===== config.mk =====
export PLATFORM = sky130hd
export DESIGN_NAME = flash_rate_ctrl_flat
export DESIGN_NICKNAME = d
export VERILOG_FILES = /design/src/rtl/flash_rate_ctrl_pkg.sv /design/src/rtl/flash_rate_ctrl_if.sv /design/src/rtl/flash_rate_ctrl_rate_reg.sv /design/src/rtl/flash_rate_ctrl.sv /design/src/flat_wrapper.sv
export SDC_FILE = /design/constraint.sdc
export NUM_CORES = 1
export LEC_CHECK = 0
export ABC_AREA = 0
export BUFFER_PORTS_ARGS = -buffer_cell sky130_fd_sc_hd__clkbuf_2
export CAP_MARGIN = 15
export CORE_ASPECT_RATIO = 0.7
export CORE_UTILIZATION = 45
export CTS_CLUSTER_DIAMETER = 40
export DETAILED_ROUTE_END_ITERATION = 8
export PLACE_DENSITY_LB_ADDON = 0.05
export SETUP_SLACK_MARGIN = 0.2
export SLEW_MARGIN = 10
export SYNTH_ARGS = -nofsm -noshare
export SYNTH_HDL_FRONTEND = slang
export SYNTH_SLANG_ARGS = --single-unit

===== constraint.sdc =====
create_clock -name clk -period 3.6 [get_ports clk]
set_clock_uncertainty 0.15 [all_clocks]
set_input_delay 0 -clock clk [delete_from_list [all_inputs] [get_ports clk]]
set_output_delay 0 -clock clk [all_outputs]
set_load 0.02 [all_outputs]

===== src/rtl/flash_rate_ctrl_pkg.sv =====
// flash_rate_ctrl_pkg: master-FSM state codes shared by the lab3 master FSM
// and flash_rate_ctrl, so both blocks decode one encoding.
// Codes 1 and 7 are unused by the FSM; the LED block treats them as OFF.
package flash_rate_ctrl_pkg;

  localparam logic [2:0] STATE_OFF1   = 3'd0;
  localparam logic [2:0] STATE_ON     = 3'd2;
  localparam logic [2:0] STATE_OFF2   = 3'd3;
  localparam logic [2:0] STATE_FLASH1 = 3'd4;
  localparam logic [2:0] STATE_OFF3   = 3'd5;
  localparam logic [2:0] STATE_FLASH2 = 3'd6;

  // One rate channel per flash mode.
  localparam int NUM_CH = 2;

  function automatic logic is_flash(input logic [2:0] m);
    return (m == STATE_FLASH1) || (m == STATE_FLASH2);
  endfunction

  // Channel that owns a flash mode: FLASH1 -> 0, FLASH2 -> 1.
  function automatic logic flash_ch(input logic [2:0] m);
    return (m == STATE_FLASH2);
  endfunction

endpackage


===== src/rtl/flash_rate_ctrl_if.sv =====
// flash_rate_ctrl_if: master FSM <-> LED sequencer bus.
//   mode            FSM state code (master -> slave)
//   shift_left1/2   1-cycle pulse, slow the channel's blink (master -> slave)
//   shift_right1/2  1-cycle pulse, speed up the channel's blink (master -> slave)
//   led, tick       registered LED drive and toggle pulse (slave -> master)
//   rate1, rate2    current per-channel rate index (slave -> master)
interface flash_rate_ctrl_if #(
  parameter int RATE_W = 3
);
  logic [2:0]        mode;
  logic              shift_left1;
  logic              shift_right1;
  logic              shift_left2;
  logic              shift_right2;
  logic              led;
  logic              tick;
  logic [RATE_W-1:0] rate1;
  logic [RATE_W-1:0] rate2;

  modport master (
    output mode, shift_left1, shift_right1, shift_left2, shift_right2,
    input  led, tick, rate1, rate2
  );

  modport slave (
    input  mode, shift_left1, shift_right1, shift_left2, shift_right2,
    output led, tick, rate1, rate2
  );
endinterface


===== src/rtl/flash_rate_ctrl_rate_reg.sv =====
// rate_reg: one blink-rate index register.
//   clk, reset_n  clock, synchronous active-low reset (loads RATE_INIT)
//   i_inc         +1 request (slower blink)
//   i_dec         -1 request (faster blink)
//   o_rate        current rate index, 0..RATE_MAX
// Both or neither request holds. Ends saturate by default; with RATE_WRAP_EN
// defined they wrap (RATE_MAX+1 -> 0, 0-1 -> RATE_MAX).
module rate_reg #(
  parameter int RATE_W    = 3,
  parameter int RATE_MAX  = 6,
  parameter int RATE_INIT = 3
) (
  input  logic              clk,
  input  logic              reset_n,
  input  logic              i_inc,
  input  logic              i_dec,
  output logic [RATE_W-1:0] o_rate
);
  localparam logic [RATE_W-1:0] MAXV = RATE_W'(RATE_MAX);
  localparam logic [RATE_W-1:0] ONE  = RATE_W'(1);

  logic [RATE_W-1:0] r_rate;
  logic [RATE_W-1:0] w_lo_end;  // value after decrementing from 0
  logic [RATE_W-1:0] w_hi_end;  // value after incrementing from RATE_MAX

`ifdef RATE_WRAP_EN
  assign w_lo_end = MAXV;
  assign w_hi_end = '0;
`else
  assign w_lo_end = '0;
  assign w_hi_end = MAXV;
`endif

  always_ff @(posedge clk) begin
    if (!reset_n) begin
      r_rate <= RATE_W'(RATE_INIT);
    end else if (i_inc && !i_dec) begin
      r_rate <= (r_rate >= MAXV) ? w_hi_end : r_rate + ONE;
    end else if (i_dec && !i_inc) begin
      r_rate <= (r_rate == '0) ? w_lo_end : r_rate - ONE;
    end
  end

  assign o_rate = r_rate;
endmodule


===== src/rtl/flash_rate_ctrl.sv =====
// flash_rate_ctrl: blink timebase and LED sequencer behind the lab3 master FSM.
//   clk, reset_n  clock, synchronous active-low reset
//   bus (slave)   mode / shift pulses in; led, tick, rate1, rate2 out
// Two rate_reg channels (FLASH1, FLASH2) share one down-counter. A mode
// change reloads/clears the counter and sets the LED one cycle later; in a
// steady flash mode the LED toggles when the counter hits 0, reloading with
// (BASE_PERIOD << rate) - 1 sampled at that moment.
// Build option: RATE_WRAP_EN makes rate indices wrap instead of saturate.
module flash_rate_ctrl
  import flash_rate_ctrl_pkg::*;
#(
  parameter int BASE_PERIOD = 1_562_500,
  parameter int RATE_W      = 3,
  parameter int RATE_MAX    = 6,
  parameter int RATE_INIT   = 3,
  parameter int CNT_W       = 27
) (
  input  logic              clk,
  input  logic              reset_n,
  flash_rate_ctrl_if.slave  bus
);
  localparam logic [CNT_W-1:0] BASE    = CNT_W'(BASE_PERIOD);
  localparam logic [CNT_W-1:0] CNT_ONE = CNT_W'(1);

  logic [NUM_CH-1:0]                w_inc;
  logic [NUM_CH-1:0]                w_dec;
  logic [NUM_CH-1:0][RATE_W-1:0]    w_rate;
  logic [NUM_CH-1:0][CNT_W-1:0]     w_reload;   // period(ch) - 1

  logic [2:0]       r_mode_q;
  logic [CNT_W-1:0] r_cnt;
  logic             r_led;
  logic             r_tick;

  assign w_inc = {bus.shift_left2,  bus.shift_left1};
  assign w_dec = {bus.shift_right2, bus.shift_right1};

  for (genvar ch = 0; ch < NUM_CH; ch++) begin : g_ch
    rate_reg #(
      .RATE_W    (RATE_W),
      .RATE_MAX  (RATE_MAX),
      .RATE_INIT (RATE_INIT)
    ) u_rate (
      .clk     (clk),
      .reset_n (reset_n),
      .i_inc   (w_inc[ch]),
      .i_dec   (w_dec[ch]),
      .o_rate  (w_rate[ch])
    );
    // Shift is done at CNT_W bits; CNT_W is sized so the slowest period fits.
    assign w_reload[ch] = (BASE << w_rate[ch]) - CNT_ONE;
  end

  always_ff @(posedge clk) begin
    if (!reset_n) begin
      r_mode_q <= STATE_OFF1;
      r_cnt    <= '0;
      r_led    <= 1'b0;
      r_tick   <= 1'b0;
    end else begin
      r_mode_q <= bus.mode;
      r_tick   <= 1'b0;
      if (bus.mode != r_mode_q) begin
        // Mode entry overrides any counter activity this cycle.
        if (is_flash(bus.mode)) begin
          r_led <= 1'b1;
          r_cnt <= w_reload[flash_ch(bus.mode)];
        end else begin
          r_led <= (bus.mode == STATE_ON);
          r_cnt <= '0;
        end
      end else if (is_flash(r_mode_q)) begin
        if (r_cnt == '0) begin
          r_led  <= ~r_led;
          r_tick <= 1'b1;
          r_cnt  <= w_reload[flash_ch(r_mode_q)];
        end else begin
          r_cnt <= r_cnt - CNT_ONE;
        end
      end else begin
        // Steady ON / any OFF code.
        r_led <= (r_mode_q == STATE_ON);
        r_cnt <= '0;
      end
    end
  end

  assign bus.led   = r_led;
  assign bus.tick  = r_tick;
  assign bus.rate1 = w_rate[0];
  assign bus.rate2 = w_rate[1];
endmodule


===== src/flat_wrapper.sv =====
// flat-port wrapper written by rule: the top's interface ports become plain ports
module flash_rate_ctrl_flat import flash_rate_ctrl_pkg::*;
#(
  parameter int BASE_PERIOD = 1_562_500,
  parameter int RATE_W      = 3,
  parameter int RATE_MAX    = 6,
  parameter int RATE_INIT   = 3,
  parameter int CNT_W       = 27
)
  (clk, reset_n, bus_mode, bus_shift_left1, bus_shift_right1, bus_shift_left2, bus_shift_right2, bus_led, bus_tick, bus_rate1, bus_rate2);
  flash_rate_ctrl_if #(.RATE_W(RATE_W)) bus_i ();
  input  logic clk;
  input  logic reset_n;
  input wire logic [$bits(bus_i.mode)-1:0] bus_mode;
  input wire logic [$bits(bus_i.shift_left1)-1:0] bus_shift_left1;
  input wire logic [$bits(bus_i.shift_right1)-1:0] bus_shift_right1;
  input wire logic [$bits(bus_i.shift_left2)-1:0] bus_shift_left2;
  input wire logic [$bits(bus_i.shift_right2)-1:0] bus_shift_right2;
  output wire logic [$bits(bus_i.led)-1:0] bus_led;
  output wire logic [$bits(bus_i.tick)-1:0] bus_tick;
  output wire logic [$bits(bus_i.rate1)-1:0] bus_rate1;
  output wire logic [$bits(bus_i.rate2)-1:0] bus_rate2;
  assign bus_i.mode = bus_mode;
  assign bus_i.shift_left1 = bus_shift_left1;
  assign bus_i.shift_right1 = bus_shift_right1;
  assign bus_i.shift_left2 = bus_shift_left2;
  assign bus_i.shift_right2 = bus_shift_right2;
  assign bus_led = bus_i.led;
  assign bus_tick = bus_i.tick;
  assign bus_rate1 = bus_i.rate1;
  assign bus_rate2 = bus_i.rate2;
  flash_rate_ctrl #(.BASE_PERIOD(BASE_PERIOD), .RATE_W(RATE_W), .RATE_MAX(RATE_MAX), .RATE_INIT(RATE_INIT), .CNT_W(CNT_W)) u_core (.clk(clk), .reset_n(reset_n), .bus(bus_i));
endmodule

==> metrics.md <==
| Metric | Value |
|---|---|
| Setup Buffers After CTS | 0 |
| Antenna violations before repair | 0 |
| Count of antenna diodes in the layout | 0 |
| Count of different cell masters after synthesis | 65 |
| Pin count of the biggest net entering global routing | 34 |
| Die area | approximately 10000 um2 |
| Smallest hold slack | roughly 14 ps |
| Final Hold Violating Endpoints | 0 |
| Number of H-tree branching levels | 2 |
| Share of the core filled with cells | 0.5094 |
| Number of cells produced by synthesis | slightly below 600 |
| CP startpoint kind | flip-flop |
| Total clock buffers created by CTS | 5 |
| Die X | approximately 120 um |
| Share of Yosys cell area claimed by the top area cell type | 0.1808 |
| Primary FF master, synth | sky130_fd_sc_hd__dfxtp_1 |
| Worst Max-Slew Pin Slew | 1052 ps |
| Number of warnings reported in the yosys synthesis log | 0 |
| Kind of path behind the tightest hold check | primary input to flip-flop |
| Master cell of the clock root buffer | sky130_fd_sc_hd__clkbuf_16 |
| Area Overhead vs Synth | 9.845% |
| Number of nets in the finished design | about 630 |
| Ports placed on the boundary | 17 |
| Via density | 6.212 |
| Fraction of registers with async set or reset after synthesis | 0 |
| Share of post-route cells with drive strength above 1 | 0.09966 |
| Total detailed-routing wirelength | about 13 mm |
| Result of the run | finished, final reports clean |
| Summed negative setup slack over all endpoints | 0 ps |
| WL/cell | approximately 19 um |
| Starting density of the core | 0.4637 |
| Global-route total usage across every layer | 0.2748 |
| Final standard cell count with taps included and fillers excluded | 716 |
| Ranking of synthesized cells by area | sky130_fd_sc_hd__dfxtp_1 (18%), sky130_fd_sc_hd__ha_1 (8.6%), sky130_fd_sc_hd__xnor2_1 (6.2%) |
| Number of cell rows | 29 |
| Share of the yosys chip area belonging to registers | 0.1808 |
| Remaining design rule violation count | 0 |
| Total via count after detailed routing | roughly 4400 |
| Worst path arrival time | approximately 3000 ps |
| Area of the mapped netlist | approximately 4200 um2 |
| Maximum clock rate | about 330 MHz |
| Syn_nets | ~620 |
| Endpoint class of the critical path | flip-flop |
| Grt total ovfl | 0 |
| Maximum Capacitance Violations | 0 |
| RSZ-0062 raised after global routing | false |
| Clock tree from TritonCTS | yes |
| Number of filler cells placed in the layout | roughly 950 |
| Clock latency reported for the late side of the worst-skew pair | just under 300 ps |
| Syn avg cell area | about 7.2 um2 |
| Max clock buf depth | 2 |
| Number of endpoints failing setup at the final stage | 0 |
| Cell area power density | roughly 430 nW/um2 |
| Clock-pin slew on the worst setup and hold paths | roughly 70 ps |
| # placed instances | 703 |
| Peak VDD IR | ~0.00019 V |
| HPWL reported at the end of detailed placement | ~10 mm |
| Minimum clock period after layout | 2996 ps |
| Vias in the first global route | 3977 |
| Number of sinks driven by the clock tree | 38 |
| Leakage power of the design | 0.001817 uW |
| Global placer's final weighted congestion | between 0.8 and 0.9 |
| Vertical extent of the die | 82.89 um |
| Max-slew violations | 0 |
| Wire length of the first global-routing pass | approximately 21 mm |
| Area of combinational cells with multiple inputs | ~3200 um2 |
| Max-slew headroom at the worst pin | 0.2970 |
| Area inside the core boundary | between 9000 and 10000 um2 |
| CP Class | flip-flop to flip-flop |
| Required time at the worst-slack endpoint | roughly 3700 ps |
| Antenna-violating nets left | 0 |
| Area taken by flip-flops and latches | roughly 760 um2 |
| Number of enable-type register cells in the synthesized netlist | 0 |
| Synthesis-stage register bit count | 38 |
| Highest net fanout along the worst path | 14 |
| Portion of the clock cycle consumed by the worst path in the final layout | 0.8323 |
| DR pass1 iterations | 5 |
| Count of hold buffers inserted by post-cts repair | 5 |
| Post-CTS sizing | 0 |
| Port bufs | 16 |
| Library cell with the largest summed area after synthesis | sky130_fd_sc_hd__dfxtp_1 |
| Starting DRT DRC Count | between 300 and 400 |
-- placed cells by master (no fill, tap or decap), types with 4 or more instances in the layout --
cell | synthesis | final
sky130_fd_sc_hd__nand2_1 | 55 | 55
sky130_fd_sc_hd__a21oi_1 | 51 | 51
sky130_fd_sc_hd__nor2_1 | 50 | 50
sky130_fd_sc_hd__dfxtp_1 | 38 | 37
sky130_fd_sc_hd__o21ai_0 | 32 | 32
sky130_fd_sc_hd__xnor2_1 | 30 | 30
sky130_fd_sc_hd__ha_1 | 29 | 29
sky130_fd_sc_hd__nor3_1 | 25 | 25
sky130_fd_sc_hd__inv_1 | 17 | 17
sky130_fd_sc_hd__nand3_1 | 17 | 17
sky130_fd_sc_hd__nor2b_1 | 16 | 16
sky130_fd_sc_hd__clkbuf_2 | 0 | 16
sky130_fd_sc_hd__buf_4 | 0 | 16
sky130_fd_sc_hd__nand2b_1 | 15 | 15
sky130_fd_sc_hd__mux2i_1 | 14 | 14
sky130_fd_sc_hd__o211ai_1 | 13 | 13
sky130_fd_sc_hd__o22ai_1 | 11 | 11
sky130_fd_sc_hd__xor2_1 | 9 | 9
sky130_fd_sc_hd__nor3b_1 | 8 | 8
sky130_fd_sc_hd__a211oi_1 | 8 | 8
sky130_fd_sc_hd__a31oi_1 | 8 | 8
sky130_fd_sc_hd__and2_1 | 7 | 7
sky130_fd_sc_hd__or3_1 | 6 | 6
sky130_fd_sc_hd__or2_2 | 6 | 6
sky130_fd_sc_hd__or4_1 | 5 | 5
sky130_fd_sc_hd__o32ai_1 | 5 | 5
sky130_fd_sc_hd__clkbuf_16 | 0 | 5
sky130_fd_sc_hd__dlygate4sd3_1 | 0 | 5
sky130_fd_sc_hd__nand4b_1 | 4 | 4
sky130_fd_sc_hd__o41ai_1 | 4 | 4
sky130_fd_sc_hd__a311oi_1 | 4 | 4
sky130_fd_sc_hd__o311ai_0 | 4 | 4
-- synthesized netlist by cell type, types with 7 or more instances --
cell                       number
sky130_fd_sc_hd__a211oi_1       8
sky130_fd_sc_hd__a21oi_1       51
sky130_fd_sc_hd__a31oi_1        8
sky130_fd_sc_hd__and2_1         7
sky130_fd_sc_hd__clkbuf_1      32
sky130_fd_sc_hd__dfxtp_1       38
sky130_fd_sc_hd__ha_1          29
sky130_fd_sc_hd__inv_1         17
sky130_fd_sc_hd__mux2i_1       14
sky130_fd_sc_hd__nand2_1       55
sky130_fd_sc_hd__nand2b_1      15
sky130_fd_sc_hd__nand3_1       17
sky130_fd_sc_hd__nor2_1        50
sky130_fd_sc_hd__nor2b_1       16
sky130_fd_sc_hd__nor3_1        25
sky130_fd_sc_hd__nor3b_1        8
sky130_fd_sc_hd__o211ai_1      13
sky130_fd_sc_hd__o21ai_0       32
sky130_fd_sc_hd__o22ai_1       11
sky130_fd_sc_hd__xnor2_1       30
sky130_fd_sc_hd__xor2_1         9
-- state kept, by name, summed over array words and instances, names as in the netlist --
| name | flops |
|---|---|
| u_core.g_ch.u_rate.o_rate | 6 |
| u_core.r_mode_q | 3 |
| u_core.bus.led | 1 |
| u_core.r_cnt | 27 |
| u_core.bus.tick | 1 |
-- layout make-up --
type | instances | area share
Multi-Input combinational cell | 489 | 0.6948
Sequential cell | 38 | 0.1649
Tap cell | 124 | 0.03358
Clock inverter | 2 | 0.002708
Inverter | 19 | 0.01543
Clock buffer | 6 | 0.03006
Timing Repair Buffer | 38 | 0.05849
-- cell families (layout without fill, tap and decap cells) --
logic type               after synthesis  count (layout)  share of synthesized area
multiplexers                          16              16                    0.03867
buffers and inverters                 58              65                    0.05592
AO/OA/AOI/OAI                        172             172                     0.2671
adder cells (fa/ha/maj)               29              29                    0.08626
XOR/XNOR                              39              39                    0.08120
flip-flops                            38              38                     0.1808
AND/OR/NAND/NOR                      233             233                     0.2900
-- where the power goes --
group	total (uW)	switching (uW)	internal [uW]
clock network	471	196	275
registers	507	56.7	450
logic	993	611	383
total	1970	863	1110
-- per-layer routing --
layer | track usage | wire, um | vias up
met1 | 0.4080 | 6533 | 2122
li1 | - | - | 2152
met5 | 0 | 0 | -
met4 | 0.04895 | 127 | 0
met2 | 0.4120 | 5727 | 162
met3 | 0.05151 | 930 | 12
-- through the flow --
stage | total power (uW) | setup WS, ps | instance area [um2]
after floorplan | 1223 | 684.9 | 4207
after global placement | 1476 | 771.4 | 4419
after detailed placement | 1481 | 644.8 | 4419
after CTS | 1954 | 635.9 | 4621
after global routing | 2092 | 305.7 | 4621
final | 1971 | 603.7 | 4621
-- worst paths after layout --
| check | cells past startpoint | endpoint | slack [ps] | startpoint |
|---|---|---|---|---|
| worst min-delay path | 4 | u_core.g_ch[1].u_rate.o_rate[0]$_SDFFE_PN1P_ | 10 | bus_shift_left2 |
| worst max-delay path | 8 | u_core.r_cnt[13]$_SDFF_PN0_ | 600 | u_core.g_ch[1].u_rate.o_rate[0]$_SDFFE_PN1P_ |
| worst max register to register | 8 | u_core.r_cnt[13]$_SDFF_PN0_ | 600 | u_core.g_ch[1].u_rate.o_rate[0]$_SDFFE_PN1P_ |
| worst min register to register | 2 | u_core.bus.led$_SDFFE_PN0P_ | 440 | u_core.r_mode_q[0]$_SDFF_PN0_ |
-- critical path, cell delays in order (launching register included) --
cell	delay, ps
sky130_fd_sc_hd__dfxtp_1	540
sky130_fd_sc_hd__inv_1	190
sky130_fd_sc_hd__ha_1	410
sky130_fd_sc_hd__or4_1	620
sky130_fd_sc_hd__a2111oi_0	450
sky130_fd_sc_hd__nor2_1	100
sky130_fd_sc_hd__o41ai_1	120
sky130_fd_sc_hd__o21ai_0	140
sky130_fd_sc_hd__a21oi_1	190
No activity file was read; power rests on OpenSTA's default activity.
